$ cat config.mk
export PLATFORM = sky130hd
export DESIGN_NAME = regs_wb_arbiter
export DESIGN_NICKNAME = d
export VERILOG_FILES = /design/src/rtl/regs_wb_arbiter.sv
export SDC_FILE = /design/constraint.sdc
export NUM_CORES = 1
export LEC_CHECK = 0
export CAP_MARGIN = 20
export CORE_MARGIN = 2
export CORE_UTILIZATION = 60
export CTS_BUF_LIST = sky130_fd_sc_hd__clkbuf_16
export CTS_CLUSTER_SIZE = 30
export DETAILED_ROUTE_END_ITERATION = 6
export DONT_BUFFER_PORTS = 1
export GPL_ROUTABILITY_DRIVEN = 0
export PLACE_DENSITY = 0.76
export SYNTH_ARGS = -nofsm -noshare
export SYNTH_HDL_FRONTEND = slang
export SYNTH_SLANG_ARGS = --single-unit
$ cat constraint.sdc
create_clock -name clk -period 4.8 [get_ports clk]
set_input_delay 0 -clock clk [delete_from_list [all_inputs] [get_ports clk]]
set_output_delay 0 -clock clk [all_outputs]
set_load 0.03 [all_outputs]
$ cat src/rtl/regs_wb_arbiter.sv
// regs_wb_arbiter: single register-file write port shared by execute and load.
// Load writebacks that lose arbitration wait in a small FIFO with WAW kill.
// Ports:
//   clk, rst            clock, async active-low reset
//   ex_we_i/waddr/wdata execute write; ex_stall_o holds it back
//   ld_valid_i/ready_o  load response handshake with ld_waddr_i/ld_wdata_i
//   we_o/waddr_o/wdata_o registered register-file write port
//   pend_o              registers with a live buffered load write
module regs_wb_arbiter #(
  parameter int DEPTH        = 2,
  parameter int STARVE_LIMIT = 4
) (
  input  logic        clk,
  input  logic        rst,
  input  logic        ex_we_i,
  input  logic [4:0]  ex_waddr_i,
  input  logic [31:0] ex_wdata_i,
  output logic        ex_stall_o,
  input  logic        ld_valid_i,
  output logic        ld_ready_o,
  input  logic [4:0]  ld_waddr_i,
  input  logic [31:0] ld_wdata_i,
  output logic        we_o,
  output logic [4:0]  waddr_o,
  output logic [31:0] wdata_o,
  output logic [31:0] pend_o
);

  localparam int AW = (DEPTH > 1) ? $clog2(DEPTH) : 1;
  localparam int SW = $clog2(STARVE_LIMIT + 1);

  localparam logic [AW:0]   CNT_FULL = (AW+1)'(DEPTH);
  localparam logic [AW:0]   CNT_ONE  = (AW+1)'(1);
  localparam logic [AW-1:0] PTR_ONE  = AW'(1);
  localparam logic [SW-1:0] SC_LIM   = SW'(STARVE_LIMIT);
  localparam logic [SW-1:0] SC_ONE   = SW'(1);

  typedef enum logic [1:0] {
    WIN_NONE,
    WIN_EX,
    WIN_HEAD,
    WIN_LD
  } win_e;

  logic [4:0]       ent_addr [DEPTH];
  logic [31:0]      ent_data [DEPTH];
  logic [DEPTH-1:0] ent_live;

  logic [AW:0]      count;
  logic [AW-1:0]    rd_ptr;
  logic [AW-1:0]    wr_ptr;
  logic [SW-1:0]    sc;

  logic             head_live;
  logic             head_dead;
  logic             starve;
  logic             ex_take;
  logic             ex_hit;
  logic             ld_acc;
  logic             ld_hit;
  win_e             win;
  logic             enq;
  logic             deq;

  logic [AW:0]      count_n;
  logic [DEPTH-1:0] live_n;
  logic [31:0]      pend_n;
  logic [SW-1:0]    sc_n;
  logic [4:0]       wa_n;
  logic [31:0]      wd_n;

  assign head_live  = (count != '0) && ent_live[rd_ptr];
  assign head_dead  = (count != '0) && !ent_live[rd_ptr];
  assign starve     = head_live && (sc == SC_LIM);
  assign ex_stall_o = starve && ex_we_i;
  assign ld_ready_o = (count != CNT_FULL);

  assign ex_take = ex_we_i && !ex_stall_o;
  assign ex_hit  = ex_take && (ex_waddr_i != 5'd0);
  assign ld_acc  = ld_valid_i && ld_ready_o;

  // A same-cycle load to the execute target is older; it is dropped.
  assign ld_hit = ld_acc && (ld_waddr_i != 5'd0) &&
                  !(ex_hit && (ld_waddr_i == ex_waddr_i));

  always_comb begin
    win = WIN_NONE;
    if (starve)
      win = WIN_HEAD;
    else if (ex_hit)
      win = WIN_EX;
    else if (head_live)
      win = WIN_HEAD;
    else if (ld_hit && (count == '0))
      win = WIN_LD;
  end

  // Dead heads leave without using the port.
  assign deq = (win == WIN_HEAD) || head_dead;
  assign enq = ld_hit && (win != WIN_LD);

  always_comb begin
    count_n = count;
    unique case ({enq, deq})
      2'b10:   count_n = count + CNT_ONE;
      2'b01:   count_n = count - CNT_ONE;
      default: count_n = count;
    endcase
  end

  always_comb begin
    live_n = ent_live;
    if (deq)
      live_n[rd_ptr] = 1'b0;
    if (ex_hit) begin
      for (int i = 0; i < DEPTH; i++) begin
        if (ent_addr[i] == ex_waddr_i)
          live_n[i] = 1'b0;
      end
    end
    if (enq)
      live_n[wr_ptr] = 1'b1;
  end

  always_comb begin
    pend_n = '0;
    for (int i = 0; i < DEPTH; i++) begin
      if (live_n[i]) begin
        if (enq && (wr_ptr == AW'(i)))
          pend_n[ld_waddr_i] = 1'b1;
        else
          pend_n[ent_addr[i]] = 1'b1;
      end
    end
    pend_n[0] = 1'b0;
  end

  always_comb begin
    sc_n = sc;
    if ((win == WIN_HEAD) || (count_n == '0))
      sc_n = '0;
    else if (head_live && (win == WIN_EX) && (sc != SC_LIM))
      sc_n = sc + SC_ONE;
  end

  always_comb begin
    wa_n = waddr_o;
    wd_n = wdata_o;
    unique case (win)
      WIN_EX: begin
        wa_n = ex_waddr_i;
        wd_n = ex_wdata_i;
      end
      WIN_HEAD: begin
        wa_n = ent_addr[rd_ptr];
        wd_n = ent_data[rd_ptr];
      end
      WIN_LD: begin
        wa_n = ld_waddr_i;
        wd_n = ld_wdata_i;
      end
      default: begin
        wa_n = waddr_o;
        wd_n = wdata_o;
      end
    endcase
  end

  always_ff @(posedge clk or negedge rst) begin
    if (!rst) begin
      count    <= '0;
      rd_ptr   <= '0;
      wr_ptr   <= '0;
      sc       <= '0;
      ent_live <= '0;
      pend_o   <= '0;
      we_o     <= 1'b0;
      waddr_o  <= '0;
      wdata_o  <= '0;
    end else begin
      count    <= count_n;
      sc       <= sc_n;
      ent_live <= live_n;
      pend_o   <= pend_n;
      we_o     <= (win != WIN_NONE);
      waddr_o  <= wa_n;
      wdata_o  <= wd_n;
      if (deq)
        rd_ptr <= rd_ptr + PTR_ONE;
      if (enq)
        wr_ptr <= wr_ptr + PTR_ONE;
    end
  end

  always_ff @(posedge clk) begin
    if (enq) begin
      ent_addr[wr_ptr] <= ld_waddr_i;
      ent_data[wr_ptr] <= ld_wdata_i;
    end
  end

endmodule

==> results.md, run 1 <==
* Number of synthesis warnings at 0
* IO buf count at 0
* EDFF count, synth at 74
* Crit path max fanout at 39
* Synthesis-to-finish area growth at 20.5%
* Max capacitance violation total at 0
* Worst-case clock buffer depth at 2
* Via count at 5354
* Worst Setup End Kind: flip-flop
* Cell Rows at 39
* Worst VDD drop at 0.506 mV
* Vias in the first global route at 5277
* Core area at 0.0114 mm2
* # clock sinks at 152
* Leak Pwr at 3.22 nW
* Clk root buf: clkbuf_16
* Comb pwr share at 28.0%
* R2r setup slk at 1480 ps
* Post-CTS setup buffer count at 0
* Initial core utilization at 61.3%
* Worst hold path class: primary input to flip-flop
* Tcrit/Tclk final at 69.3%
* Net Sw Frac at 40.7%
* CTS H-tree depth at 4
* CTS tree: done
* Register share of total power at 46.2%
* Place WS at 1480 ps
* Achievable Freq at 301 MHz
* Slew @ Worst Pin at 982 ps
* N_diodes at 0
* Mapped Cells at 593
* Largest family of logic cells by synthesized area: compound AO/OA/AOI/OAI gates
* Synth Area in XOR/XNOR at 2.63%
* Final #Nets at 729
* Setup tns final at 0 ps
* Initial antenna violation count at 0
* Die H at 112 um
* Total GRT Usage at 29.6%
* Fraction of synthesized area in multiplexers at 5.66%
* RSZ-0062 raised after global routing: no
* FF+latch count, synth at 152
* Relative slew slack at 34.4%
* Syn avg cell area at 11.8 um2
* Largest net degree at the start of global routing at 79
* Horiz. Die Dim at 112 um
* Share of cells above drive strength 1 at 9.98%
* Via density at 6.66
* DRT Wirelength at 18300 um
* Drt wl/cell at 22.8 um
* Synth Area in Compound Gates at 14.5%
* Hold Fails Final Rpt at 0
* Final min period at 3320 ps
* Worst-path clk slew at 60 ps
* Die ar. at 0.0125 mm2
* Antenna Nets Post-Route at 0
* Synth Net Count at 674
* Clk_lat worst skew at 430 ps
* Pwr dens at 605 mW/mm2
* Layout Skew at 18.6 ps
* Ports at 150
* Max-slew violations at 0
* Status: completed
* CP max-delay cell: nor2b_4
* Register area share after synthesis at 59.6%
* Simple-gate area share of the yosys netlist at 13.5%
* Critical path's largest stage delay at 940 ps
* CP Launch Type: flip-flop
* WS Path Type: flip-flop to flip-flop
* Cts bufs inserted at 17
* Min setup slack post-route at 1480 ps
* Async SR Flop Fraction at 51.3%
* Post-Synth Adder-Cell Area at 0.536%
* Pint at 0.00303 W
* Cell variety after synth at 57
* Worst path required time at 5110 ps
* Final setup violating endpoints at 0
* # DRC at 0
* Crit path cell chain: inv_1 -> ha_1 -> nand2_1 -> o311a_4 -> or2_2 -> nor2b_4 -> a221oi_1 -> mux2_2
* Cell area after synthesis at 0.00700 mm2
* P_sw at 0.00208 W
* Drt pass-1 iters at 5
* Top FF cell, synth: dfrtp_1
* Fillers at 733
* Clock power share at 25.8%
* Power Total at 0.00511 W
* Detail Placement HPWL at 10700 um
* WP data arrival at 3630 ps
* DRT iter0 DRCs at 404
* First-pass GRT wire length at 28600 um
* GR Overflow Total at 0
[stage by stage]
stage                     hold WS [ps]  instances  instance area (um2)  util [%]
after floorplan                   -296        593                 7000         -
after global placement            -292        694                 7040      61.6
after detailed placement          -291        694                 7040      61.6
after CTS                         11.9        803                 8420      73.7
after global routing              33.2        804                 8440      73.9
final                             23.0        804                 8440      73.9
[kinds of logic (layout without fill, tap and decap cells)]
| family | count (synthesis) | in the layout |
|---|---|---|
| and+or+nand+nor | 194 | 194 |
| xor gates and xnor gates | 21 | 21 |
| adders and majority gates | 3 | 3 |
| DFF | 152 | 152 |
| AOI/OAI and AO/OA | 126 | 126 |
| muxes | 39 | 39 |
| buffers and inverters | 57 | 125 |
| other | 1 | 1 |
[state kept, by name, summed over array words and instances (netlist names), 2 cells and up]
signal	cells
count	2
ent_data	64
pend_o	31
waddr_o	5
ent_live	2
sc	3
ent_addr	10
wdata_o	32
[repair_timing]
item / CTS / global route
hold buffers: 77 / 0
endpoints found under the hold margin: 219 / 0
resized for setup: 0 / 0
[worst max-delay path, delay by kind of cell, from the launching register on]
family,cells,cell delay (ps)
compound gates,2,470
fa+ha+maj,1,180
buf+inv,1,60
flops,1,390
mux,1,330
simple gates,3,1770
[metal layers]
layer | track usage, % | share of wire (%) | routed length [um]
met5 | 0 | 0 | 0
met4 | 10.2 | 2.3 | 422
met3 | 9.13 | 11 | 1950
met2 | 47.8 | 49 | 8990
met1 | 38.8 | 38 | 6950
[synthesized netlist by cell type, types with 2 or more instances]
master     number  area share (%)
a221oi_1       37             4.6
nand2_1        29             1.6
o221ai_1       28             3.5
mux2i_1        37             5.3
a2111oi_4       2            0.79
a21oi_1        39             2.8
nand3_1        16             1.1
dfrtp_1        78              28
nor2_1         89             4.8
nor4_1          3            0.27
nand4_1        10            0.89
nor2b_1         4            0.36
and2_1          4            0.36
xor2_1          2            0.25
nor3_1          3            0.21
buf_2          10            0.71
nand2b_1        8            0.71
inv_1          10            0.54
edfxtp_1       74              32
nor3b_1         2            0.21
clkbuf_1       30             1.6
xnor2_1        19             2.4
o21ai_0         6            0.43
ha_1            3            0.54
or2_2           6            0.54
buf_1           3            0.16
and3_1          3            0.27
buf_6           2            0.32
nand3b_1        8            0.86
[area by class of cell]
class	instances	area [um2]	share of cell area, %
clock buffers	18	450	5.34
repair buffers	83	846	10.0
flip-flops and latches	152	4180	49.5
well taps	143	179	2.12
clock inverters	14	139	1.65
inverters	10	37.5	0.445
multi-input cells	384	2610	30.9
[path summary, 6_finish.rpt]
kind                               startpoint         end  cells past startpoint
worst max-delay path                    sc[0]  wdata_o[5]                      8
worst min-delay path            ld_waddr_i[0]   pend_o[3]                      3
worst max register to register          sc[0]  wdata_o[5]                      8
worst min register to register          sc[2]       sc[2]                      2
max in group asynchronous                 rst      rd_ptr                      2
min in group asynchronous                 rst   pend_o[1]                      2
[power by group through the flow]
| stage | Combinational (W) | Clock [W] | Sequential (W) |
|---|---|---|---|
| 6_report | 0.00143 | 0.00132 | 0.00236 |
| 5_1_grt | 0.00156 | 0.00139 | 0.00239 |
| 2_1_floorplan | 0.00109 | 0 | 0.00228 |
| 4_1_cts | 0.00139 | 0.00132 | 0.00235 |
| 3_5_place_dp | 0.00130 | 0 | 0.00237 |
| 3_3_place_gp | 0.00124 | 0 | 0.00236 |
[cell usage in the layout (no fill, tap or decap), types with 6 or more instances in the layout]
master,count
a21oi_1,39
a221oi_1,37
clkbuf_16,18
dfrtp_1,77
dlygate4sd3_1,76
edfxtp_1,74
inv_1,10
mux2i_1,37
nand2_1,29
nand2b_1,8
nand3_1,16
nand3b_1,8
nand4_1,10
nor2_1,88
o21ai_0,6
o221ai_1,28
or2_2,6
xnor2_1,19
No activity file was read; power rests on OpenSTA's default activity.
==> run 2, diff against run 1 <==
Clock period 4.8 ns to 3.1 ns, I/O delays scaled along.
==> run 2 against run 1 <==
Effect of this change:
- sequential share of layout area decreased by 0.58 points
- via count decreased by 0.60%
- clock skew decreased by 11 ps
- non-clock buffer count increased by 5
- wire length increased by 2.0%
- count of clock-buffer cells in the layout decreased by 1
- largest cell class unchanged
- largest power group unchanged
- highest routed layer unchanged
==> results.md, run 2 (synthesis gave the netlist of run 1 again) <==
* Status: completed
* # DRC at 0 (unchanged)
* Final setup violating endpoints at 0 (unchanged)
* WP data arrival at 3200 ps (-430 ps)
* Initial antenna violation count at 0 (unchanged)
* Horiz. Die Dim at 112 um (unchanged)
* Critical Path Most Common Cell: nor2_1
* R2R cell count at 11 (+3)
* Most common cell after layout, fill and taps aside: nor2_1
* Die H at 112 um (unchanged)
* N_diodes at 0 (unchanged)
* Final min period at 2890 ps (-436 ps)
* Max FFs per register at 64 (unchanged)
* WS Path Type: flip-flop to flip-flop
* Hold Fails Final Rpt at 0 (unchanged)
* Total GRT Usage at 30.3% (+0.69 points)
* Relative slew slack at 28.9% (-5.5 points)
* GR Overflow Total at 0 (unchanged)
* Drt pass-1 iters at 7 (+2)
* Worst-case clock buffer depth at 2 (unchanged)
* Largest net degree at the start of global routing at 79 (unchanged)
* CTS H-tree depth at 4 (unchanged)
* Worst hold path class: primary input to flip-flop
* Via density at 6.58 (-1.2%)
* Crit path max fanout at 10 (-74%)
* Vias in the first global route at 5372 (+1.8%)
* Largest regs: ent_data (64), wdata_o (32), pend_o (31)
* Reg with most FFs: ent_data
* # clock sinks at 152 (unchanged)
* WHS Path Cells at 3 (unchanged)
* Tcrit/Tclk final at 93.2% (+24 points)
* Post-route cell area at 0.00854 mm2 (+1.2%)
* Clk root buf: clkbuf_16
* Post-Place Cell Area at 0.00708 mm2 (+0.53%)
* Initial core utilization at 61.3% (unchanged)
* Clk_lat worst skew at 430 ps (about the same)
* IO buf count at 0 (unchanged)
* Fillers at 708 (-3.4%)
* Slew @ Worst Pin at 1060 ps (+82.7 ps)
* Pwr dens at 961 mW/mm2 (+59%)
* Reg2Reg Capture Point: sc[1]
* RSZ-0062 raised after global routing: no
* Post-CTS setup buffer count at 0 (unchanged)
* Worst path required time at 3410 ps (-1700 ps)
* CP max-delay cell: or4_4
* WHS Endpoint: pend_o[3]
* Setup tns final at 0 ps (unchanged)
* Antenna Nets Post-Route at 0 (unchanged)
* Max-slew violations at 0 (unchanged)
* Source of the worst hold timing path: ld_waddr_i[1]
* CP Launch Type: flip-flop
* Worst-path clk slew at 60 ps (about the same)
* R2r startpoint: count[0]
* Crit path cell chain: nor2_2 -> nor3b_4 -> or4_4 -> and3_1 -> inv_1 -> ha_1 -> xnor2_1 -> nor2_1 -> xor2_1 -> o21ai_0 -> nor2_1
* Final Core Density at 74.8% (+0.88 points)
* Leak Pwr at 3.28 nW (+1.9%)
* Worst VDD drop at 0.728 mV (+44%)
* Drt wl/cell at 23.1 um (+1.3%)
* First-pass GRT wire length at 29300 um (+2.6%)
* Non-Filler Instances at 809 (+0.62%)
* Power Total at 0.00821 W (+61%)
* DP Cell Count at 699 (+0.72%)
* Commonest cells after routing, fill and taps aside: 87 x nor2_1, 77 x dfrtp_1, 76 x dlygate4sd3_1
* CTS tree: done
* Die ar. at 0.0125 mm2 (unchanged)
* Achievable Freq at 346 MHz (+15%)
* Synthesis-to-finish area growth at 21.9%
* Cts bufs inserted at 17 (unchanged)
* Worst Setup End Kind: flip-flop
* Max capacitance violation total at 0 (unchanged)
* Cell Rows at 39 (unchanged)
* Via count at 5322 (-0.60%)
* Final #Nets at 734 (+0.69%)
* DRT iter0 DRCs at 513 (+27%)
* Core area at 0.0114 mm2 (unchanged)
* DRT Wirelength at 18700 um (+2.0%)
* Layout Skew at 7.28 ps (-11.3 ps)
* Ports at 150 (unchanged)
* Critical path's largest stage delay at 600 ps (-340 ps)
* Detail Placement HPWL at 10700 um (-0.15%)
* R2r setup slk at 210 ps (-1260 ps)
* Share of cells above drive strength 1 at 10.7% (+0.68 points)
run 2: changes by cell type in the layout (fill, tap and decap cells not counted), sizes merged:
cell      delta
buf          +5
bufinv       +4
inv          -3
clkinv       +2
clkinvlp     -2
clkbuf       -1
run 2: what timing repair did:
item                                    in CTS  in global routing
hold buffers                                77                  0
resized for setup                            0                  1
hold endpoints to repair                   223                  0
endpoints found under the setup margin       0                  3
run 2: cell type report:
class,instances,area [um2],share of cell area [%]
Clock buffer,17,425,4.98
Clock inverter,15,224,2.62
Inverter,10,37.5,0.440
Multi-Input combinational cell,384,2610,30.6
Sequential cell,152,4180,48.9
Tap cell,143,179,2.10
Timing Repair Buffer,88,883,10.3
run 2: worst max-delay path by stage:
stage              from  endpoint  slack, ps
2_1_floorplan    rd_ptr     sc[0]         40
3_3_place_gp   count[0]     sc[1]        260
3_5_place_dp   count[0]     sc[1]        180
4_1_cts        count[0]     sc[1]        160
5_1_grt           sc[0]     sc[0]         40
6_report       count[0]     sc[1]        210
run 2: per-stage QoR:
stage,worst slack (ps),hold slack [ps]
2_1_floorplan,35.3,-296
3_3_place_gp,262,-293
3_5_place_dp,183,-292
4_1_cts,163,9.96
5_1_grt,40.6,63.3
6_report,211,27.6
run 2: where the power goes:
part	switching [W]	internal, W	leakage [nW]
Combinational	0.00140	0.000852	1.31
Sequential	0.000971	0.00269	1.65
Clock	0.000856	0.00143	0.309
run 2: routing by layer:
metal / global-route usage (%) / vias to the layer above / part of all wire, %
li1: - / 2343 / -
met1: 40.9 / 2592 / 39
met2: 47.2 / 336 / 48
met3: 8.59 / 51 / 10
met4: 12.5 / 0 / 2.9
met5: 0 / - / 0
run 2: worst max-delay path, delay by kind of cell, from the launching register on:
family | cells | cell delay, ps
AND/OR/NAND/NOR | 6 | 1310
adder cells (fa/ha/maj) | 1 | 180
AO/OA/AOI/OAI | 1 | 340
flip-flops | 1 | 500
XOR/XNOR | 2 | 270
buffers and inverters | 1 | 130
